$ cat config.mk
export PLATFORM = sky130hd
export DESIGN_NAME = disp_mode_ctrl
export DESIGN_NICKNAME = d
export VERILOG_FILES = /design/src/rtl/disp_ctrl_pkg.sv /design/src/rtl/disp_mode_ctrl_bcd_inc.sv /design/src/rtl/disp_mode_ctrl.sv
export SDC_FILE = /design/constraint.sdc
export NUM_CORES = 1
export LEC_CHECK = 0
export ABC_AREA = 1
export BUFFER_PORTS_ARGS = -buffer_cell sky130_fd_sc_hd__buf_2
export CORE_UTILIZATION = 62
export CTS_BUF_LIST = sky130_fd_sc_hd__clkbuf_2
export DETAILED_ROUTE_END_ITERATION = 7
export PLACE_DENSITY_LB_ADDON = 0.08
export SETUP_SLACK_MARGIN = 0.1
export SYNTH_ARGS = -nofsm -noshare
export SYNTH_HDL_FRONTEND = slang
export SYNTH_HIERARCHICAL = 1
export SYNTH_SLANG_ARGS = --single-unit
$ cat constraint.sdc
create_clock -name CLK_50M -period 4.5 [get_ports CLK_50M]
set_input_delay 0.45 -clock CLK_50M [delete_from_list [all_inputs] [get_ports CLK_50M]]
set_output_delay 0.45 -clock CLK_50M [all_outputs]
set_load 0.02 [all_outputs]
$ cat src/rtl/disp_ctrl_pkg.sv
// Shared constants for the display mode and time-setting controller.
package disp_ctrl_pkg;

  localparam logic [2:0] SHOW_TIME = 3'd0;
  localparam logic [2:0] SHOW_ALM  = 3'd1;
  localparam logic [2:0] SET_TH    = 3'd2;
  localparam logic [2:0] SET_TM    = 3'd3;
  localparam logic [2:0] SET_AH    = 3'd4;
  localparam logic [2:0] SET_AM    = 3'd5;

  localparam logic [7:0] HOUR_MAX = 8'h23;
  localparam logic [7:0] MIN_MAX  = 8'h59;

  localparam int unsigned DEF_BLINK_DIV = 12_500_000;
  localparam int unsigned DEF_TIMEOUT   = 500_000_000;

  function automatic logic is_set_state(input logic [2:0] s);
    return (s >= SET_TH) && (s <= SET_AM);
  endfunction

endpackage

$ cat src/rtl/disp_mode_ctrl_bcd_inc.sv
// Packed-BCD +1 with decimal carry; anything past the limit wraps to 00.
module bcd_inc
  import disp_ctrl_pkg::*;
(
  input  logic [7:0] value_i,
  input  logic [7:0] limit_i,
  output logic [7:0] value_o
);

  logic [7:0] stepped;

  // Out-of-range captures land above the limit and therefore collapse to 00.
  always_comb begin
    if (value_i[3:0] >= 4'd9) begin
      stepped = {value_i[7:4] + 4'd1, 4'd0};
    end else begin
      stepped = {value_i[7:4], value_i[3:0] + 4'd1};
    end
    value_o = (stepped > limit_i) ? 8'h00 : stepped;
  end

endmodule

$ cat src/rtl/disp_mode_ctrl.sv
// Chooses what the 4-digit display shows and runs the button-driven
// time/alarm set state machine with field blinking and idle abort.
module disp_mode_ctrl
  import disp_ctrl_pkg::*;
#(
  parameter int unsigned BLINK_DIV = DEF_BLINK_DIV,
  parameter int unsigned TIMEOUT   = DEF_TIMEOUT
) (
  input  logic       CLK_50M,
  input  logic       RST,
  input  logic       btn_mode,
  input  logic       btn_sel,
  input  logic       btn_inc,
  input  logic [7:0] Hour_in,
  input  logic [7:0] Minute_in,
  output logic [7:0] Hour,
  output logic [7:0] Minute,
  output logic [3:0] blank,
  output logic       set_load,
  output logic [7:0] set_Hour,
  output logic [7:0] set_Minute,
  output logic [7:0] alarm_Hour,
  output logic [7:0] alarm_Minute,
  output logic [2:0] state
);

  logic [2:0]  state_q, state_d;
  logic [7:0]  edit_h_q, edit_h_d, edit_m_q, edit_m_d;
  logic [7:0]  alarm_h_q, alarm_h_d, alarm_m_q, alarm_m_d;
  logic [7:0]  hour_q, hour_d, minute_q, minute_d;
  logic [3:0]  blank_q, blank_d;
  logic        set_load_q, set_load_d;
  logic [7:0]  set_hour_q, set_hour_d, set_min_q, set_min_d;
  logic [31:0] blink_cnt_q, blink_cnt_d, idle_q, idle_d;
  logic        blink_q, blink_d;
  logic [7:0]  inc_h, inc_m;
  logic [2:0]  abort_state;
  logic        do_mode, do_sel, do_inc, any_btn, timeout_hit;

  bcd_inc u_hour_inc (.value_i(edit_h_q), .limit_i(HOUR_MAX), .value_o(inc_h));
  bcd_inc u_min_inc  (.value_i(edit_m_q), .limit_i(MIN_MAX),  .value_o(inc_m));

  assign do_mode     = btn_mode;
  assign do_sel      = btn_sel & ~btn_mode;
  assign do_inc      = btn_inc & ~btn_sel & ~btn_mode;
  assign any_btn     = btn_mode | btn_sel | btn_inc;
  assign timeout_hit = is_set_state(state_q) && !any_btn && (idle_q == TIMEOUT - 1);
  assign abort_state = ((state_q == SET_AH) || (state_q == SET_AM)) ? SHOW_ALM : SHOW_TIME;

  always_comb begin
    state_d    = state_q;
    edit_h_d   = edit_h_q;
    edit_m_d   = edit_m_q;
    alarm_h_d  = alarm_h_q;
    alarm_m_d  = alarm_m_q;
    set_load_d = 1'b0;
    set_hour_d = set_hour_q;
    set_min_d  = set_min_q;
    case (state_q)
      SHOW_TIME: begin
        if (do_mode) begin
          state_d = SHOW_ALM;
        end else if (do_sel) begin
          state_d  = SET_TH;
          edit_h_d = Hour_in;
          edit_m_d = Minute_in;
        end
      end
      SHOW_ALM: begin
        if (do_mode) begin
          state_d = SHOW_TIME;
        end else if (do_sel) begin
          state_d  = SET_AH;
          edit_h_d = alarm_h_q;
          edit_m_d = alarm_m_q;
        end
      end
      SET_TH, SET_AH: begin
        if (do_mode || timeout_hit) begin
          state_d = abort_state;
        end else if (do_sel) begin
          state_d = (state_q == SET_TH) ? SET_TM : SET_AM;
        end else if (do_inc) begin
          edit_h_d = inc_h;
        end
      end
      SET_TM, SET_AM: begin
        if (do_mode || timeout_hit) begin
          state_d = abort_state;
        end else if (do_sel) begin
          if (state_q == SET_TM) begin
            state_d    = SHOW_TIME;
            set_load_d = 1'b1;
            set_hour_d = edit_h_q;
            set_min_d  = edit_m_q;
          end else begin
            state_d   = SHOW_ALM;
            alarm_h_d = edit_h_q;
            alarm_m_d = edit_m_q;
          end
        end else if (do_inc) begin
          edit_m_d = inc_m;
        end
      end
      default: state_d = SHOW_TIME;
    endcase
  end

  // Blink restarts on every state change or increment so the edited field is visible at once.
  always_comb begin
    if ((state_d != state_q) || btn_inc) begin
      blink_cnt_d = 32'd0;
      blink_d     = 1'b0;
    end else if (blink_cnt_q == BLINK_DIV - 1) begin
      blink_cnt_d = 32'd0;
      blink_d     = ~blink_q;
    end else begin
      blink_cnt_d = blink_cnt_q + 32'd1;
      blink_d     = blink_q;
    end
    if (!is_set_state(state_d) || (state_d != state_q) || any_btn) begin
      idle_d = 32'd0;
    end else begin
      idle_d = idle_q + 32'd1;
    end
  end

  always_comb begin
    hour_d   = Hour_in;
    minute_d = Minute_in;
    blank_d  = 4'b0000;
    case (state_q)
      SHOW_ALM: begin
        hour_d   = alarm_h_q;
        minute_d = alarm_m_q;
      end
      SET_TH, SET_AH: begin
        hour_d   = edit_h_q;
        minute_d = edit_m_q;
        blank_d  = blink_q ? 4'b1100 : 4'b0000;
      end
      SET_TM, SET_AM: begin
        hour_d   = edit_h_q;
        minute_d = edit_m_q;
        blank_d  = blink_q ? 4'b0011 : 4'b0000;
      end
      default: ;
    endcase
  end

  always_ff @(posedge CLK_50M or posedge RST) begin
    if (RST) begin
      state_q     <= SHOW_TIME;
      edit_h_q    <= 8'h00;
      edit_m_q    <= 8'h00;
      alarm_h_q   <= 8'h00;
      alarm_m_q   <= 8'h00;
      hour_q      <= 8'h00;
      minute_q    <= 8'h00;
      blank_q     <= 4'b0000;
      set_load_q  <= 1'b0;
      set_hour_q  <= 8'h00;
      set_min_q   <= 8'h00;
      blink_cnt_q <= 32'd0;
      blink_q     <= 1'b0;
      idle_q      <= 32'd0;
    end else begin
      state_q     <= state_d;
      edit_h_q    <= edit_h_d;
      edit_m_q    <= edit_m_d;
      alarm_h_q   <= alarm_h_d;
      alarm_m_q   <= alarm_m_d;
      hour_q      <= hour_d;
      minute_q    <= minute_d;
      blank_q     <= blank_d;
      set_load_q  <= set_load_d;
      set_hour_q  <= set_hour_d;
      set_min_q   <= set_min_d;
      blink_cnt_q <= blink_cnt_d;
      blink_q     <= blink_d;
      idle_q      <= idle_d;
    end
  end

  assign Hour         = hour_q;
  assign Minute       = minute_q;
  assign blank        = blank_q;
  assign set_load     = set_load_q;
  assign set_Hour     = set_hour_q;
  assign set_Minute   = set_min_q;
  assign alarm_Hour   = alarm_h_q;
  assign alarm_Minute = alarm_m_q;
  assign state        = state_q;

endmodule
==> impl_metrics.env, run 1 <==
export IMPL_p_leak_nw=4.14
export IMPL_cts_buffers=17
export IMPL_powerDensity_mw_per_mm2=526
export IMPL_grt_antenna_before_repair=0
export IMPL_overflow=0
export IMPL_end_kind="register"
export IMPL_rsz0062_at_grt="no"
export IMPL_fillers=1054
export IMPL_outcome="completed"
export IMPL_rows=40
export IMPL_hold_class="primary input to register"
export IMPL_power_switching_mw=2.06
export IMPL_synth_top_cell_by_area="dfrtp_1"
export IMPL_synth_most_common_cell="nand2_1"
export IMPL_synth_top_cell_area_share=0.435
export IMPL_crit_start="state[0]"
export IMPL_cts_tree="yes"
export IMPL_synthFlopType="dfrtp_1"
export IMPL_clock_latency_ns=0.73
export IMPL_gr_usage_all_layers=0.284
export IMPL_post_route_min_period_ns=2.60
export IMPL_root_buffer="clkbuf_2"
export IMPL_first_pass_iters=5
export IMPL_p_int_mw=2.50
export IMPL_relSlewSlack=0.352
export IMPL_grt_max_degree=110
export IMPL_cp_start_kind="register"
export IMPL_grt_pass1_vias=6192
export IMPL_cp_data_required_time_ns=5.08
export IMPL_hpwl_um=12400
export IMPL_tightestPinTransition_ns=0.969
export IMPL_p_sw_frac=0.452
export IMPL_drive_gt1_frac=0.155
export IMPL_routed_wl_um=17100
export IMPL_max_clock_path_buffers=2
export IMPL_cts_sinks=135
export IMPL_fin_crit_sh=0.578
export IMPL_port_buffers=76
export IMPL_finalMaxSlewViolations=0
export IMPL_yosysUniqueCellTypes=43
export IMPL_yosysSeqAreaShare=0.435
export IMPL_setup_viol=0
export IMPL_cts_resized=0
export IMPL_post_route_drc_count=0
export IMPL_fin_skew_ns=0.0277
export IMPL_max_cap_violations=0
export IMPL_drt_initial_drc_count=604
export IMPL_ys_async_sr_fraction=1.00
export IMPL_path_clk_slew_ns=0.18
export IMPL_dieArea_mm2=0.0130
export IMPL_grt_pass1_wl_um=29100
export IMPL_critPathMaxFanout=18
export IMPL_num_vias=6658
export IMPL_viasPerCell=5.24
export IMPL_diodes=0
export IMPL_hp_start="Hour_in[2]"
export IMPL_r2r_start="state[0]"
export IMPL_path_cells="inv_2 > nor2_2 > inv_1 > nand2_1 > o221ai_1"
export IMPL_synth_ff_latch_count=135
export IMPL_comb_power_share=0.459
export IMPL_ir_drop_v=0.000374
export IMPL_final_area_mm2=0.00867
export IMPL_fin_setup_tns_ns=0
export IMPL_dieWidth_um=114
export IMPL_cpPeakStageDelay_ns=0.69
export IMPL_wl_per_cell_um=13.5
export IMPL_hold_viol=0
export IMPL_crit_slowest_cell="nor2_2"
export IMPL_synth_common_cells="209 x nand2_1, 150 x inv_1, 135 x dfrtp_1"
export IMPL_syn_cell_area_mm2=0.00777
export IMPL_yosysWarnings=6
export IMPL_start_util=0.642
export IMPL_crit_type="register to register"
export IMPL_placed_area_mm2=0.00834
export IMPL_die_height_um=114
export IMPL_syn_inst=989
export IMPL_syn_avg_cell_area_um2=7.86
export IMPL_num_io_pins=77
export IMPL_final_nets=1137
export IMPL_ant_nets=0
export IMPL_max_freq_mhz=385
export IMPL_p_clk_frac=0.162
export IMPL_gp_congestion=0.903
export IMPL_htreeDepth=4
export IMPL_p_seq_frac=0.379
export IMPL_synth_area_leaders="dfrtp_1 43%, nand2_1 10%, inv_1 7.2%, nor2_1 6.4%, ha_1 4.2%"
export IMPL_coreArea_mm2=0.0121
export IMPL_cp_data_arrival_time_ns=3.18
export IMPL_utilization=0.716
export IMPL_areaGrowthSynthToFinish_pct=11.5
export IMPL_synth_edff_count=0
[worst paths after layout]
kind | end | slack, ns | cells after the start
max in group asynchronous | Hour[3] | 3.11 | 4
worst min register to register | idle_q[0] | 0.48 | 1
worst max-delay path | Hour[7] | 1.90 | 5
worst min-delay path | Hour[2] | 0.05 | 3
min in group asynchronous | idle_q[26] | 0.44 | 3
worst max register to register | Hour[7] | 1.90 | 5
[layout make-up]
| class | instances | area [um^2] | share of cell area |
|---|---|---|---|
| clock buffer | 21 | 105 | 0.0121 |
| clock inverter | 11 | 131 | 0.0151 |
| inverter | 156 | 591 | 0.0681 |
| multi-input combinational | 691 | 3750 | 0.433 |
| sequential | 135 | 3380 | 0.390 |
| tap | 168 | 210 | 0.0242 |
| timing repair buffer | 89 | 503 | 0.0580 |
[sequential cells by signal, indices dropped and copies added (netlist names)]
signal,flops
Hour,8
Minute,8
alarm_Hour,8
alarm_Minute,8
blank,2
blink_cnt_q,32
blink_q,1
edit_h_q,8
edit_m_q,8
idle_q,32
set_Hour,8
set_Minute,8
set_load,1
state,3
[routing by layer]
layer / global-route usage / wire (um) / up-vias
met1: 0.393 / 8050 / 3090
met5: 0 / 0 / -
met3: 0.0505 / 806 / 31
li1: - / - / 3367
met2: 0.450 / 7930 / 170
met4: 0.106 / 336 / 0
[critical path: cells and delay by family (launching register included)]
| family | cells | cell delay (ns) |
|---|---|---|
| AND/OR/NAND/NOR | 2 | 1.17 |
| buffers and inverters | 2 | 0.54 |
| flip-flops | 1 | 0.52 |
| AO/OA/AOI/OAI | 1 | 0.22 |
[power by group through the flow]
stage,registers (mW),logic (mW),clock network [mW]
after floorplan,1.98,1.28,0
after global placement,1.75,2.03,0
after detailed placement,1.76,2.08,0
after CTS,1.73,2.09,0.753
after global routing,1.77,2.35,0.802
final,1.73,2.10,0.738
[what timing repair did]
action	CTS	global route
hold endpoints to repair	121	1
hold buffers	9	1
setup buffers	0	0
[through the flow]
stage	instances	hold slack (ns)	power [mW]	setup slack, ns
6_report	1271	0.0473	4.57	1.90
4_1_cts	1270	0.000181	4.58	1.88
3_5_place_dp	1229	0.463	3.83	1.64
2_1_floorplan	1003	0.433	3.26	0.439
5_1_grt	1271	0.0232	4.92	1.63
3_3_place_gp	1229	0.458	3.78	1.77
[logic make-up (layout without fill, tap and decap cells)]
logic type | count (synthesis) | count (layout) | synth area share
other | 2 | 16 | 0.000966
XOR/XNOR | 38 | 38 | 0.0428
flip-flops | 135 | 135 | 0.435
AND/OR/NAND/NOR | 486 | 486 | 0.291
adder cells (fa/ha/maj) | 26 | 26 | 0.0418
buffers and inverters | 177 | 277 | 0.0901
AO/OA/AOI/OAI | 125 | 125 | 0.0985
[cell usage in the layout, fill, tap and decap left out, types with 8 or more instances in the layout]
cell type / n
nor4_1: 10
o21ai_0: 38
nor2_1: 132
xor2_1: 30
inv_1: 149
nand3_1: 40
dfrtp_1: 135
nand2_1: 209
o221ai_1: 12
nor2_2: 15
nand4_1: 20
ha_1: 26
xnor2_1: 8
buf_2: 76
clkbuf_2: 21
conb_1: 16
o211ai_1: 15
nor3_1: 21
a21oi_1: 42
dlygate4sd3_1: 10
Power figures use the tool's default switching activity.
==> run 2: changes to the inputs <==
==> constraint.sdc (replaced) <==
create_clock -name CLK_50M -period 2.6 [get_ports CLK_50M]
set_input_delay 0.26 -clock CLK_50M [delete_from_list [all_inputs] [get_ports CLK_50M]]
set_output_delay 0.26 -clock CLK_50M [all_outputs]
set_load 0.02 [all_outputs]
==> run 2 against run 1 <==
Clock skew grew 0.0026 ns. Worst setup slack lost 1.9 ns. Final area up 5.8%. Sequential cell count is the same. Critical path depth up 10. Core utilization increased by 4.2 points.
==> impl_metrics.env, run 2 (same netlist as run 1, synthesis figures left out) <==
export IMPL_outcome="completed"
export IMPL_overflow=0
export IMPL_drive_gt1_frac=0.208
export IMPL_ant_nets=0
export IMPL_end_kind="register"
export IMPL_path_cells="inv_2 > ha_4 > nand3_4 > nand2_4 > xor2_2 > inv_2 > ha_4 > nand2_4 > nor2_4 > nand4_4 > a21oi_2 > nand2_1 > o211ai_1 > nand2_1 > o21ai_1"
export IMPL_num_vias=6923
export IMPL_dieArea_mm2=0.0130
export IMPL_ir_drop_v=0.000678
export IMPL_p_leak_nw=4.29
export IMPL_cp_start_kind="register"
export IMPL_start_util=0.642
export IMPL_power_switching_mw=4.07
export IMPL_comb_power_share=0.515
export IMPL_max_cap_violations=0
export IMPL_cts_buffers=17
export IMPL_finalMaxSlewViolations=0
export IMPL_viasPerCell=5.33
export IMPL_grt_pass1_wl_um=29800
export IMPL_total_power_mw=8.74
export IMPL_grt_pass1_vias=6279
export IMPL_htreeDepth=4
export IMPL_utilization=0.758
export IMPL_dieWidth_um=114
export IMPL_setup_viol=0
export IMPL_gr_usage_all_layers=0.290
export IMPL_areaGrowthSynthToFinish_pct=18.1
export IMPL_p_int_mw=4.67
export IMPL_max_freq_mhz=391
export IMPL_placed_area_mm2=0.00840
export IMPL_rsz0062_at_grt="yes"
export IMPL_path_buf_inv=2
export IMPL_top_layer="met4"
export IMPL_wl_per_cell_um=14.4
export IMPL_fin_setup_tns_ns=0
export IMPL_wl_met2_um=8860
export IMPL_critPathMaxFanout=8
export IMPL_path_clk_slew_ns=0.21
export IMPL_die_height_um=114
export IMPL_cp_data_required_time_ns=3.23
export IMPL_clock_latency_ns=0.70
export IMPL_final_area_mm2=0.00918
export IMPL_max_clock_path_buffers=2
export IMPL_crit_type="register to register"
export IMPL_fin_skew_ns=0.0303
export IMPL_num_io_pins=77
export IMPL_gp_congestion=0.910
export IMPL_p_seq_frac=0.344
export IMPL_powerDensity_mw_per_mm2=952
export IMPL_post_route_drc_count=0
export IMPL_hpwl_um=12100
export IMPL_hold_viol=0
export IMPL_routed_wl_um=18700
export IMPL_crit_family="simple AND/OR/NAND/NOR gates"
export IMPL_rows=40
export IMPL_cp_data_arrival_time_ns=3.19
export IMPL_cts_tree="yes"
export IMPL_final_common_cell="nand2_1"
export IMPL_worst_slack_ns=0.0398
export IMPL_root_buffer="clkbuf_2"
export IMPL_port_buffers=76
export IMPL_fin_crit_sh=0.985
export IMPL_cts_sinks=135
export IMPL_p_sw_frac=0.466
export IMPL_coreArea_mm2=0.0121
export IMPL_dp_slack_ns=0.135
export IMPL_grt_max_degree=136
export IMPL_cpPeakStageDelay_ns=0.48
export IMPL_hold_class="primary input to register"
export IMPL_wl_met1_um=8490
export IMPL_first_pass_iters=5
export IMPL_top_regs="blink_cnt_q: 32 flops, idle_q: 32 flops"
export IMPL_crit_slowest_cell="dfrtp_1"
export IMPL_tightestPinTransition_ns=0.736
export IMPL_final_nets=1165
export IMPL_p_clk_frac=0.141
export IMPL_diodes=0
export IMPL_drt_initial_drc_count=590
export IMPL_post_route_min_period_ns=2.56
export IMPL_mostFrequentLayoutCells="197 x nand2_1, 141 x inv_1, 134 x dfrtp_1"
export IMPL_relSlewSlack=0.509
export IMPL_grt_antenna_before_repair=0
export IMPL_route_met3_wl_um=992
## run 2: cell types whose count changed in the layout (fill, tap and decap cells not counted), moves of 4 or more
cell           before  now
a21oi_1            42   34
a21oi_2             3   10
buf_4               3   16
dlygate4sd3_1      10   19
ha_1               26   17
ha_4                0    8
inv_1             149  141
inv_2               6   14
nand2_1           209  197
nand2_2             6   16
nand2_4             2    6
## run 2: path summary, 6_finish.rpt
kind | slack (ns) | depth (start not counted) | from | endpoint
max in group asynchronous | 1.72 | 4 | RST | edit_m_q[0]
worst max register to register | 0.04 | 15 | edit_h_q[0] | edit_h_q[6]
worst min-delay path | 0.14 | 5 | btn_inc | blink_cnt_q[7]
worst max-delay path | 0.04 | 15 | edit_h_q[0] | edit_h_q[6]
min in group asynchronous | 0.26 | 4 | RST | blink_cnt_q[19]
worst min register to register | 0.48 | 1 | idle_q[0] | idle_q[0]
## run 2: metal layers
| layer | vias to the layer above | GRT usage |
|---|---|---|
| li1 | 3432 | - |
| met2 | 213 | 0.453 |
| met4 | 0 | 0.0874 |
| met5 | - | 0 |
| met1 | 3240 | 0.407 |
| met3 | 38 | 0.0622 |
## run 2: power by group through the flow
stage	registers (mW)	clock network [mW]	logic (mW)
5_1_grt	3.07	1.35	4.92
3_5_place_dp	3.02	0	3.63
6_report	3.01	1.23	4.50
3_3_place_gp	3.01	0	3.55
2_1_floorplan	3.42	0	2.21
4_1_cts	2.97	1.25	3.70
## run 2: final cells by class
class	count	area, um^2
well taps	168	210
inverters	156	589
clock inverters	14	135
repair buffers	114	751
flip-flops and latches	135	3380
clock buffers	18	90.1
multi-input cells	694	4020
fillers	910	2930
## run 2: worst register-to-register path, cell delays in order, from the launching register on
cell	delay (ns)
dfrtp_1	0.48
inv_2	0.11
ha_4	0.15
nand3_4	0.08
nand2_4	0.12
xor2_2	0.21
inv_2	0.07
ha_4	0.28
nand2_4	0.05
nor2_4	0.15
nand4_4	0.24
a21oi_2	0.18
nand2_1	0.09
o211ai_1	0.12
nand2_1	0.08
o21ai_1	0.08
## run 2: stage by stage
stage / cells / hold slack (ns)
global placement: 1235 / 0.455
detailed placement: 1235 / 0.460
global route: 1299 / 0.0822
floorplan: 1003 / 0.427
finish: 1299 / 0.140
CTS: 1288 / 0.150
## run 2: what timing repair did
item                                    in CTS  in global routing
pin swaps                                    0                 30
gates resized for setup                      0                 56
cloned                                       0                  3
endpoints found under the hold margin      168                  0
endpoints found under the setup margin       2                 49
setup buffers                                2                  8
hold buffers                                19                  0
==> run 3: changes to the inputs <==
--- a/config.mk
+++ b/config.mk
@@ -7,8 +7,9 @@
 export LEC_CHECK = 0
 export ABC_AREA = 1
 export BUFFER_PORTS_ARGS = -buffer_cell sky130_fd_sc_hd__buf_2
-export CORE_UTILIZATION = 62
+export CORE_UTILIZATION = 30
 export CTS_BUF_LIST = sky130_fd_sc_hd__clkbuf_2
+export CTS_CLUSTER_DIAMETER = 200
 export DETAILED_ROUTE_END_ITERATION = 7
 export PLACE_DENSITY_LB_ADDON = 0.08
 export SETUP_SLACK_MARGIN = 0.1
==> run 3 against run 2 <==
Clock skew grew 0.018 ns. Total power grew 4.6%. Clock-buffer cell count is the same. Global-route usage shrank 13 points. Core utilization shrank 38 points. Non-clock buffer count grew 9. Final cell count grew 13%. First-iteration DRC count shrank 35%. Fmax grew 6.9%. Wire length grew 13%. Clock power grew 15%. Highest routed layer unchanged.
==> impl_metrics.env, run 3 (same netlist as run 1, synthesis figures left out) <==
export IMPL_cts_buffers=17
export IMPL_path_clk_slew_ns=0.25
export IMPL_hold_class="primary input to register"
export IMPL_ir_drop_v=0.000582
export IMPL_drive_gt1_frac=0.229
export IMPL_final_area_mm2=0.00958
export IMPL_grt_pass1_wl_um=33500
export IMPL_max_freq_mhz=418
export IMPL_root_buffer="clkbuf_2"
export IMPL_p_leak_nw=4.33
export IMPL_rsz0062_at_grt="yes"
export IMPL_htreeDepth=4
export IMPL_hpwl_um=14500
export IMPL_die_height_um=163
export IMPL_clock_latency_ns=0.70
export IMPL_dieArea_mm2=0.0266
export IMPL_hold_viol=0
export IMPL_cp_start_kind="register"
export IMPL_mostFrequentLayoutCells="195 x nand2_1, 135 x inv_1, 133 x dfrtp_1"
export IMPL_dieWidth_um=163
export IMPL_cp_data_arrival_time_ns=3.01
export IMPL_port_buffers=76
export IMPL_routed_wl_um=21200
export IMPL_grt_antenna_before_repair=1
export IMPL_num_io_pins=77
export IMPL_tightestPinTransition_ns=0.780
export IMPL_ant_nets=0
export IMPL_dp_slack_ns=0.145
export IMPL_final_nets=1173
export IMPL_max_clock_path_buffers=2
export IMPL_start_util=0.307
export IMPL_cp_data_required_time_ns=3.22
export IMPL_fin_skew_ns=0.0487
export IMPL_areaGrowthSynthToFinish_pct=23.3
export IMPL_grt_pass1_vias=6385
export IMPL_critPathMaxFanout=8
export IMPL_hold_slack_ns=0.181
export IMPL_rows=58
export IMPL_drt_initial_drc_count=382
export IMPL_overflow=0
export IMPL_relSlewSlack=0.480
export IMPL_fillers=2656
export IMPL_max_cap_violations=0
export IMPL_num_vias=6696
export IMPL_grt_max_degree=136
export IMPL_powerDensity_mw_per_mm2=953
export IMPL_outcome="completed"
export IMPL_post_route_drc_count=0
export IMPL_viasPerCell=4.55
export IMPL_coreArea_mm2=0.0253
export IMPL_placed_area_mm2=0.00865
export IMPL_post_route_min_period_ns=2.39
export IMPL_fin_setup_tns_ns=0
export IMPL_final_common_cell="nand2_1"
export IMPL_crit_type="register to register"
export IMPL_cts_sinks=135
export IMPL_gr_usage_all_layers=0.162
export IMPL_worst_slack_ns=0.205
export IMPL_end_kind="register"
export IMPL_gp_congestion=0.809
export IMPL_finalMaxSlewViolations=0
export IMPL_wl_per_cell_um=14.4
export IMPL_first_pass_iters=4
export IMPL_top_regs="blink_cnt_q: 32 flops, idle_q: 32 flops"
export IMPL_cts_tree="yes"
export IMPL_fin_crit_sh=0.921
export IMPL_setup_viol=0
-- run 3: changes by cell type in the layout (fill, tap and decap cells not counted), moves of 3 or more --
cell,change
inv_1,-6
buf_6,+3
inv_2,+6
clkinv_2,-5
clkinvlp_4,+3
a21oi_2,+8
ha_4,+3
a21oi_1,-7
buf_4,+6
-- run 3: cell type report --
type	instances	area [um^2]	area share
well taps	330	413	0.0431
repair buffers	123	830	0.0866
clock buffers	18	90.1	0.00940
clock inverters	14	176	0.0184
diodes	2	5.00	0.000522
inverters	156	589	0.0615
flip-flops and latches	135	3380	0.353
multi-input cells	693	4100	0.428
-- run 3: what timing repair did --
action | in CTS | in global routing
resized for setup | 0 | 83
endpoints found under the hold margin | 168 | 0
hold buffers | 19 | 0
gates cloned | 0 | 2
buffers inserted | 1 | 11
setup endpoints to repair | 1 | 49
pin swaps | 0 | 43
-- run 3: critical path, cell delays in order, from the launching register on --
cell	delay (ns)
dfrtp_1	0.44
inv_2	0.11
ha_4	0.13
inv_1	0.04
nand3_2	0.08
nand2_4	0.10
buf_6	0.15
nand2_2	0.06
o21ai_4	0.08
ha_4	0.27
nand2_2	0.06
nor2_4	0.14
nand4_4	0.19
a21oi_2	0.18
nand2_1	0.08
o211ai_1	0.08
nand2_1	0.06
o21ai_1	0.08
-- run 3: where the power goes --
group | switching [mW] | total, mW | internal [mW] | leakage (nW)
clock | 0.871 | 1.42 | 0.546 | 0.143
sequential | 0.407 | 3.00 | 2.59 | 1.77
combinational | 2.97 | 4.72 | 1.75 | 2.41
total | 4.25 | 9.14 | 4.89 | 4.33
-- run 3: metrics by stage --
stage,util,instances,power (mW)
detailed placement,0.341,1404,6.80
finish,0.378,1471,9.14
floorplan,-,1003,5.64
CTS,0.360,1456,8.31
global route,0.378,1471,9.88
global placement,0.341,1404,6.80
-- run 3: final timing paths --
path	start	endpoint	slack [ns]	cells after the start
setup reg to reg	edit_m_q[1]	edit_m_q[6]	0.21	17
hold reg to reg	idle_q[0]	idle_q[0]	0.47	1
hold / removal	btn_inc	blink_cnt_q[23]	0.18	5
max in group asynchronous	RST	edit_m_q[0]	1.66	4
min in group asynchronous	RST	blink_cnt_q[19]	0.25	4
setup / recovery	edit_m_q[1]	edit_m_q[6]	0.21	17
-- run 3: metal layers --
metal,global-route usage,vias to the layer above,part of all wire
met5,0,-,0
met4,0.0361,0,0.0097
met3,0.0308,15,0.035
met2,0.248,94,0.45
met1,0.234,3135,0.51
li1,-,3452,-
